**config.mk**
```make
export PLATFORM = sky130hd
export DESIGN_NAME = wdog_period_monitor_flat
export DESIGN_NICKNAME = d
export VERILOG_FILES = /design/src/rtl/wdog_period_monitor_if.sv /design/src/rtl/wdog_period_monitor.sv /design/src/flat_wrapper.sv
export SDC_FILE = /design/constraint.sdc
export NUM_CORES = 1
export LEC_CHECK = 0
export ABC_CLOCK_PERIOD_IN_PS = 4110
export CAP_MARGIN = 15
export CORE_UTILIZATION = 36
export DETAILED_ROUTE_END_ITERATION = 10
export PLACE_DENSITY = 0.57
export SLEW_MARGIN = 20
export SYNTH_ARGS = -nofsm -noshare
export SYNTH_HDL_FRONTEND = slang
export SYNTH_SLANG_ARGS = --single-unit
export TNS_END_PERCENT = 10
```
**constraint.sdc**
```tcl
create_clock -name sysclk -period 4.11 [get_ports sysclk]
set_input_delay 0.411 -clock sysclk [delete_from_list [all_inputs] [get_ports sysclk]]
set_output_delay 0.411 -clock sysclk [all_outputs]
set_load 0.05 [all_outputs]
```
**src/rtl/wdog_period_monitor_if.sv**
```systemverilog
// rtl/wdog_period_monitor_if.sv - host-side port bundle for the watchdog period monitor
interface wdog_period_monitor_if;
  logic        period_wr;
  logic [15:0] period_in;
  logic        wdog_refresh;
  logic        timeout_clr;
  logic [2:0]  wdog_period_status;
  logic        wdog_timeout_led;
  logic        wdog_timeout_pulse;
  logic [15:0] wdog_count;

  modport master (
    output period_wr, period_in, wdog_refresh, timeout_clr,
    input  wdog_period_status, wdog_timeout_led, wdog_timeout_pulse, wdog_count
  );

  modport slave (
    input  period_wr, period_in, wdog_refresh, timeout_clr,
    output wdog_period_status, wdog_timeout_led, wdog_timeout_pulse, wdog_count
  );
endinterface

```
**src/rtl/wdog_period_monitor.sv**
```systemverilog
// rtl/wdog_period_monitor.sv - watchdog period register, tick prescaler, timeout latch
module wdog_period_monitor #(
  parameter int TICK_DIV = 3072,
  parameter int TH1      = 1600,
  parameter int TH2      = 4800,
  parameter int TH3      = 16000
) (
  input  logic                   sysclk,
  input  logic                   reset,
  wdog_period_monitor_if.slave   bus
);
  localparam int PW = $clog2(TICK_DIV);

  localparam logic [2:0] WDOG_DISABLE     = 3'd0;
  localparam logic [2:0] WDOG_PHASE_ONE   = 3'd1;
  localparam logic [2:0] WDOG_PHASE_TWO   = 3'd2;
  localparam logic [2:0] WDOG_PHASE_THREE = 3'd3;
  localparam logic [2:0] WDOG_PHASE_FOUR  = 3'd4;

  typedef enum logic [1:0] {IDLE, ARMED, EXPIRED} state_e;

  state_e      state_q,  state_d;
  logic [15:0] period_q, period_d;
  logic [PW-1:0] presc_q, presc_d;
  logic [15:0] count_q,  count_d;
  logic [2:0]  status_q, status_d;
  logic        led_q,    led_d;
  logic        pulse_q,  pulse_d;
  logic        tick;
  logic [15:0] count_inc;

  assign tick      = (state_q == ARMED) && (presc_q == PW'(TICK_DIV - 1));
  assign count_inc = count_q + 16'd1;

  always_comb begin
    state_d  = state_q;
    period_d = period_q;
    presc_d  = presc_q;
    count_d  = count_q;
    led_d    = led_q;
    pulse_d  = 1'b0;

    case (state_q)
      ARMED: begin
        if (tick) begin
          presc_d = '0;
          count_d = count_inc;
          if (count_inc == period_q) begin
            state_d = EXPIRED;
            led_d   = 1'b1;
            pulse_d = 1'b1;
          end
        end else begin
          presc_d = presc_q + PW'(1);
        end
        // A refresh on the expiring edge cancels that expiry outright.
        if (bus.wdog_refresh) begin
          state_d = ARMED;
          presc_d = '0;
          count_d = '0;
          led_d   = led_q;
          pulse_d = 1'b0;
        end
      end
      default: presc_d = '0;
    endcase

    if (bus.period_wr) begin
      period_d = bus.period_in;
      presc_d  = '0;
      if (state_q != EXPIRED) begin
        count_d = '0;
        state_d = (bus.period_in == 16'd0) ? IDLE : ARMED;
        led_d   = led_q;
        pulse_d = 1'b0;
      end
    end

    // Clear sees the period written in the same cycle.
    if (bus.timeout_clr && state_q == EXPIRED) begin
      presc_d = '0;
      count_d = '0;
      led_d   = 1'b0;
      state_d = (period_d != 16'd0) ? ARMED : IDLE;
    end

    if (period_q == 16'd0)            status_d = WDOG_DISABLE;
    else if (period_q <= 16'(TH1))    status_d = WDOG_PHASE_ONE;
    else if (period_q <= 16'(TH2))    status_d = WDOG_PHASE_TWO;
    else if (period_q <= 16'(TH3))    status_d = WDOG_PHASE_THREE;
    else                              status_d = WDOG_PHASE_FOUR;
  end

  always_ff @(posedge sysclk) begin
    if (!reset) begin
      state_q  <= IDLE;
      period_q <= '0;
      presc_q  <= '0;
      count_q  <= '0;
      status_q <= WDOG_DISABLE;
      led_q    <= 1'b0;
      pulse_q  <= 1'b0;
    end else begin
      state_q  <= state_d;
      period_q <= period_d;
      presc_q  <= presc_d;
      count_q  <= count_d;
      status_q <= status_d;
      led_q    <= led_d;
      pulse_q  <= pulse_d;
    end
  end

  assign bus.wdog_period_status = status_q;
  assign bus.wdog_timeout_led   = led_q;
  assign bus.wdog_timeout_pulse = pulse_q;
  assign bus.wdog_count         = count_q;
endmodule

```
**src/flat_wrapper.sv**
```systemverilog
// flat-port wrapper written by rule: the top's interface ports become plain ports
module wdog_period_monitor_flat 
#(
  parameter int TICK_DIV = 3072,
  parameter int TH1      = 1600,
  parameter int TH2      = 4800,
  parameter int TH3      = 16000
)
  (sysclk, reset, bus_period_wr, bus_period_in, bus_wdog_refresh, bus_timeout_clr, bus_wdog_period_status, bus_wdog_timeout_led, bus_wdog_timeout_pulse, bus_wdog_count);
  wdog_period_monitor_if bus_i ();
  input  logic sysclk;
  input  logic reset;
  input wire logic [$bits(bus_i.period_wr)-1:0] bus_period_wr;
  input wire logic [$bits(bus_i.period_in)-1:0] bus_period_in;
  input wire logic [$bits(bus_i.wdog_refresh)-1:0] bus_wdog_refresh;
  input wire logic [$bits(bus_i.timeout_clr)-1:0] bus_timeout_clr;
  output wire logic [$bits(bus_i.wdog_period_status)-1:0] bus_wdog_period_status;
  output wire logic [$bits(bus_i.wdog_timeout_led)-1:0] bus_wdog_timeout_led;
  output wire logic [$bits(bus_i.wdog_timeout_pulse)-1:0] bus_wdog_timeout_pulse;
  output wire logic [$bits(bus_i.wdog_count)-1:0] bus_wdog_count;
  assign bus_i.period_wr = bus_period_wr;
  assign bus_i.period_in = bus_period_in;
  assign bus_i.wdog_refresh = bus_wdog_refresh;
  assign bus_i.timeout_clr = bus_timeout_clr;
  assign bus_wdog_period_status = bus_i.wdog_period_status;
  assign bus_wdog_timeout_led = bus_i.wdog_timeout_led;
  assign bus_wdog_timeout_pulse = bus_i.wdog_timeout_pulse;
  assign bus_wdog_count = bus_i.wdog_count;
  wdog_period_monitor #(.TICK_DIV(TICK_DIV), .TH1(TH1), .TH2(TH2), .TH3(TH3)) u_core (.sysclk(sysclk), .reset(reset), .bus(bus_i));
endmodule
```
==> run summary <==
In this run, post-CTS hold repair placed 0 buffers. The routed length on met2 is 3650 um, and the number of gates given a new drive strength after cts is 0. The kind of cell with the highest combined delay along the critical path is simple AND/OR/NAND/NOR gates.

The number of CTS-inserted buffers was 5. Summed over all failing endpoints, the final setup total negative slack is 0 ns. The met3 wire length was 333 um. OpenSTA, run right after detailed placement, puts the worst setup slack at 1.48 ns.

The tools report the clock sink count as 51. TritonCTS built the clock tree. The detailed router used layers up to and including met4. Summed over all layers, the global routing overflow is 0.

For this design the top-level I/O count stands at 42. Global routing used 18.5% of the available tracks across all layers. The run gives 0 as the hold violation count in the final report.

The main combinational cell family by area after synthesis is simple AND/OR/NAND/NOR gates. The tools report the detailed-router iteration count before antenna repair as 4. The sequential cell area is 1020 um2, and the number of distinct standard cells referenced by the synthesized netlist is 53. The worst setup path is of the reg2reg kind.

In this run, the number of DRC markers left after iteration 0 of detailed routing was 107. At the worst endpoint, the required time is 4.32 ns. Together, buffers and inverters on the worst path number 0. The tools report the yosys synthesis warning count as 0.

The worst pin sits at a relative slew slack of 48.5%. Reported max-cap violation count: 0. For the post-detailed-route DRC marker count, the log shows 0. Of the synthesized area, sequential elements account for 34.3%. The run gives 7850 um2 as the standard cell core area.

The synthesized area was 2970 um2; the area taken by multi-input logic gates was 1800 um2. The run gives 385 as the number of nets in the synthesized netlist. The run finished with clean final reports.

Setup repair after global routing left no endpoint under its margin. The signal on the critical path passes through ha_1 -> nand3_1 -> or3_1 -> a32o_1 -> a2111oi_0 -> nand4_1 -> o21ba_1. In this run, the combinational gates consume 13.3% of the power. The die covers 8630 um2. Cell type of the slowest stage on the worst timing path: sky130_fd_sc_hd__dfxtp_1.

The vias after detailed routing was 2722; the number of instances in the synthesized netlist was 362. The post-synthesis compound-gate area fraction is 15.7%, and the share of total power in sequential cells is 55.1%. Clock latency on the worst-skew pair, taken at its later pin, is 0.31 ns. Of the post-synthesis cell area, the part taken by muxes is 6.40%.

Across the routed clock network, the largest skew measured is 0.00568 ns. The share of the synthesized area in the top cell type was 34.3%; the data arrival time at the worst-slack endpoint was 2.88 ns. Summed over all nets, the half-perimeter wirelength after detailed placement is 5610 um.

The repair_antennas step left the layout with diodes totalling 0. Number of synthesized register bits: 51. For the net count of the finished layout, the log shows 414.

In this run the static leakage power is 1.17 nW. Clock-pin slew was measured on the worst setup and hold paths at 0.10 ns. Row generation in the floorplan step produced 32 rows. Setup violations remaining at the end of the flow were counted as 0. The logs give 0 for the number of max-slew violations in the final report and 24 for the maximum number of pins on one net before global-route repair.

Cell at the root of the clock tree: sky130_fd_sc_hd__clkbuf_8. The fraction of synthesized cell area in xor and xnor cells is 7.95%. Summed over all nets, the switching power comes to 262 uW. Depth of the CTS H-tree: 2. The share of the clock period used by the worst path after layout works out to 64.9%. The actual transition at the worst max-transition pin was 0.771 ns; the effective utilization at floorplan was 37.9%.

Across all setup checks in the final design, the least slack found is 1.44 ns. STA classifies the critical path endpoint as a flip-flop. Port buffering added 41 buffers. The longest clock path from root to sink contains 2 buffers. The switching fraction of total power is 27.5%, and the post-route antenna net violation count is 0. Synthesis-to-layout area growth: 17.8%. STA classifies the critical path startpoint as a flip-flop.

The clock period could shrink to 2.67 ns. Of the total synthesized cell area, the portion taken by AND, OR, NAND and NOR gates is 29.7%. The internal power summed over all cells was 690 uW; the vertical extent of the die was 92.9 um. The maximum fanout along the worst path works out to 9. A synthesized cell averages 8.21 um2.

Dividing the detail-routed via count by the number of cells gives 5.51. The initial antenna violation count is 0, and the clock network fraction of design power is 31.6%. After detailed routing, the average wire length per cell comes to 15.2 um. In this run the horizontal extent of the chip is 92.9 um. The first global-routing pass estimated 12800 um of wire. In the final routing, the length of wire on met1 measures 3450 um. Once the clock tree was built, the setup fixing pass inserted 0 buffers.

The routed design has 7530 um of wire. The worst ir drop on vdd is 0.000119 V. The synthesized design contains 0 enable-type register cells. The congestion estimate from routability-driven global placement came to 0.803.

Power spread over the standard cell area amounts to 272 nW/um2. Ranked by total cell area, the synthesized netlist is headed by sky130_fd_sc_hd__dfxtp_1 (34%), sky130_fd_sc_hd__mux2i_1 (6.4%), sky130_fd_sc_hd__a21oi_1 (4.7%), sky130_fd_sc_hd__xnor2_1 (4.7%), sky130_fd_sc_hd__nor2b_1 (4.2%). Based on the critical path, the design can be clocked at up to 375 MHz.

Of the total synthesized cell area, the portion taken by full adders, half adders and majority gates is 0.842%. In the synthesized netlist the async set-or-reset flop fraction comes to 0%. In the final layout, the share of cells above drive strength 1 is 4.08%. The fill cell total of the finished layout is 824.

Summed over all instances, the cell type with the most area after synthesis is sky130_fd_sc_hd__dfxtp_1. The most used flip-flop cell after synthesis is sky130_fd_sc_hd__dfxtp_1. The class of the tightest hold or removal check was reg2reg.

The largest single stage delay on the critical path is 0.48 ns. The tools report the number of global-route vias before repair as 2573.
worst register-to-register path, stage by stage (launching register included):
cell	delay, ns
sky130_fd_sc_hd__dfxtp_1	0.48
sky130_fd_sc_hd__ha_1	0.30
sky130_fd_sc_hd__nand3_1	0.31
sky130_fd_sc_hd__or3_1	0.44
sky130_fd_sc_hd__a32o_1	0.23
sky130_fd_sc_hd__a2111oi_0	0.39
sky130_fd_sc_hd__nand4_1	0.21
sky130_fd_sc_hd__o21ba_1	0.22
cell usage after synthesis (2+ instances only):
cell	count
sky130_fd_sc_hd__o21bai_1	2
sky130_fd_sc_hd__nand3_1	20
sky130_fd_sc_hd__o31ai_1	2
sky130_fd_sc_hd__and4_1	3
sky130_fd_sc_hd__nand2_1	25
sky130_fd_sc_hd__dfxtp_1	51
sky130_fd_sc_hd__a31oi_1	5
sky130_fd_sc_hd__a311oi_1	2
sky130_fd_sc_hd__or4_1	3
sky130_fd_sc_hd__inv_1	8
sky130_fd_sc_hd__nand4_1	8
sky130_fd_sc_hd__xor2_1	11
sky130_fd_sc_hd__nand3b_1	4
sky130_fd_sc_hd__nand2b_1	4
sky130_fd_sc_hd__or3_1	4
sky130_fd_sc_hd__o21ai_0	20
sky130_fd_sc_hd__nor3_1	6
sky130_fd_sc_hd__nor3b_1	3
sky130_fd_sc_hd__mux2i_1	19
sky130_fd_sc_hd__nor4b_1	2
sky130_fd_sc_hd__nor4_1	9
sky130_fd_sc_hd__buf_4	6
sky130_fd_sc_hd__a21boi_0	3
sky130_fd_sc_hd__nand4b_1	2
sky130_fd_sc_hd__a21oi_1	28
sky130_fd_sc_hd__nor2_1	33
sky130_fd_sc_hd__xnor2_1	16
sky130_fd_sc_hd__o41ai_1	2
sky130_fd_sc_hd__a211oi_1	2
sky130_fd_sc_hd__buf_6	2
sky130_fd_sc_hd__clkbuf_1	13
sky130_fd_sc_hd__nor2b_1	20
sky130_fd_sc_hd__and3_1	3
sky130_fd_sc_hd__ha_1	2
power groups by stage:
stage                     logic [mW]  clock network, mW  registers (mW)
after floorplan               0.0735                  0           0.539
after global placement         0.125                  0           0.536
after detailed placement       0.127                  0           0.536
after CTS                      0.127              0.311           0.525
after global routing           0.139              0.327           0.527
final                          0.127              0.301           0.525
worst paths after layout:
kind                            startpoint                end  slack (ns)  depth (start not counted)
hold / removal           u_core.presc_q[0]  u_core.presc_q[0]        0.47                          1
setup / recovery  u_core.bus.wdog_count[0]  u_core.state_q[0]        1.44                          7
setup reg to reg  u_core.bus.wdog_count[0]  u_core.state_q[0]        1.44                          7
hold reg to reg          u_core.presc_q[0]  u_core.presc_q[0]        0.47                          1
cell usage in the layout, fill, tap and decap left out, types with 3 or more instances in the layout:
cell                              instances
sky130_fd_sc_hd__dfxtp_1                 51
sky130_fd_sc_hd__clkdlybuf4s50_1         41
sky130_fd_sc_hd__nor2_1                  33
sky130_fd_sc_hd__a21oi_1                 28
sky130_fd_sc_hd__nand2_1                 25
sky130_fd_sc_hd__o21ai_0                 20
sky130_fd_sc_hd__nand3_1                 20
sky130_fd_sc_hd__nor2b_1                 20
sky130_fd_sc_hd__mux2i_1                 19
sky130_fd_sc_hd__xnor2_1                 16
sky130_fd_sc_hd__xor2_1                  11
sky130_fd_sc_hd__nor4_1                   9
sky130_fd_sc_hd__inv_1                    8
sky130_fd_sc_hd__nand4_1                  8
sky130_fd_sc_hd__nor3_1                   6
sky130_fd_sc_hd__a31oi_1                  5
sky130_fd_sc_hd__clkbuf_8                 5
sky130_fd_sc_hd__nand2b_1                 4
sky130_fd_sc_hd__or3_1                    4
sky130_fd_sc_hd__nand3b_1                 4
sky130_fd_sc_hd__and3_1                   3
sky130_fd_sc_hd__and4_1                   3
sky130_fd_sc_hd__a21boi_0                 3
sky130_fd_sc_hd__nor3b_1                  3
sky130_fd_sc_hd__or4_1                    3
sky130_fd_sc_hd__buf_4                    3
stage by stage:
step	cell area, um2	std cells	power (mW)	util [%]	hold WS (ns)
after floorplan	2970	362	0.613	-	0.430
after CTS	3500	494	0.963	44.6	0.476
final	3500	494	0.952	44.6	0.470
after global placement	3410	486	0.661	43.5	0.445
after global routing	3500	494	0.992	44.6	0.511
after detailed placement	3410	486	0.663	43.5	0.453
logic make-up after synthesis:
logic type | Yosys count
buffers and inverters | 30
multiplexers | 19
XOR/XNOR | 27
AND/OR/NAND/NOR | 157
AO/OA/AOI/OAI | 76
adder cells (fa/ha/maj) | 2
flip-flops | 51
per-layer routing:
metal / global-route usage (%) / vias to the layer above
met5: 0 / -
met4: 5.13 / 0
met3: 3.12 / 11
met2: 31.6 / 62
met1: 23.9 / 1287
li1: - / 1362
state kept, by name (all words and copies together) (netlist names), named ones only:
| name | cells |
|---|---|
| u_core.state_q | 1 |
| u_core.presc_q | 12 |
| u_core.bus.wdog_timeout_led | 1 |
| u_core.bus.wdog_count | 16 |
| u_core.period_q | 16 |
| u_core.bus.wdog_timeout_pulse | 1 |
| u_core.bus.wdog_period_status | 3 |
layout make-up:
| cell class | count | share of cell area [%] |
|---|---|---|
| Tap cell | 102 | 3.65 |
| Clock inverter | 2 | 0.465 |
| Timing Repair Buffer | 44 | 12.4 |
| Multi-Input combinational cell | 281 | 51.4 |
| Inverter | 8 | 0.858 |
| Sequential cell | 51 | 29.2 |
| Clock buffer | 6 | 2.07 |
Power figures use the tool's default switching activity.
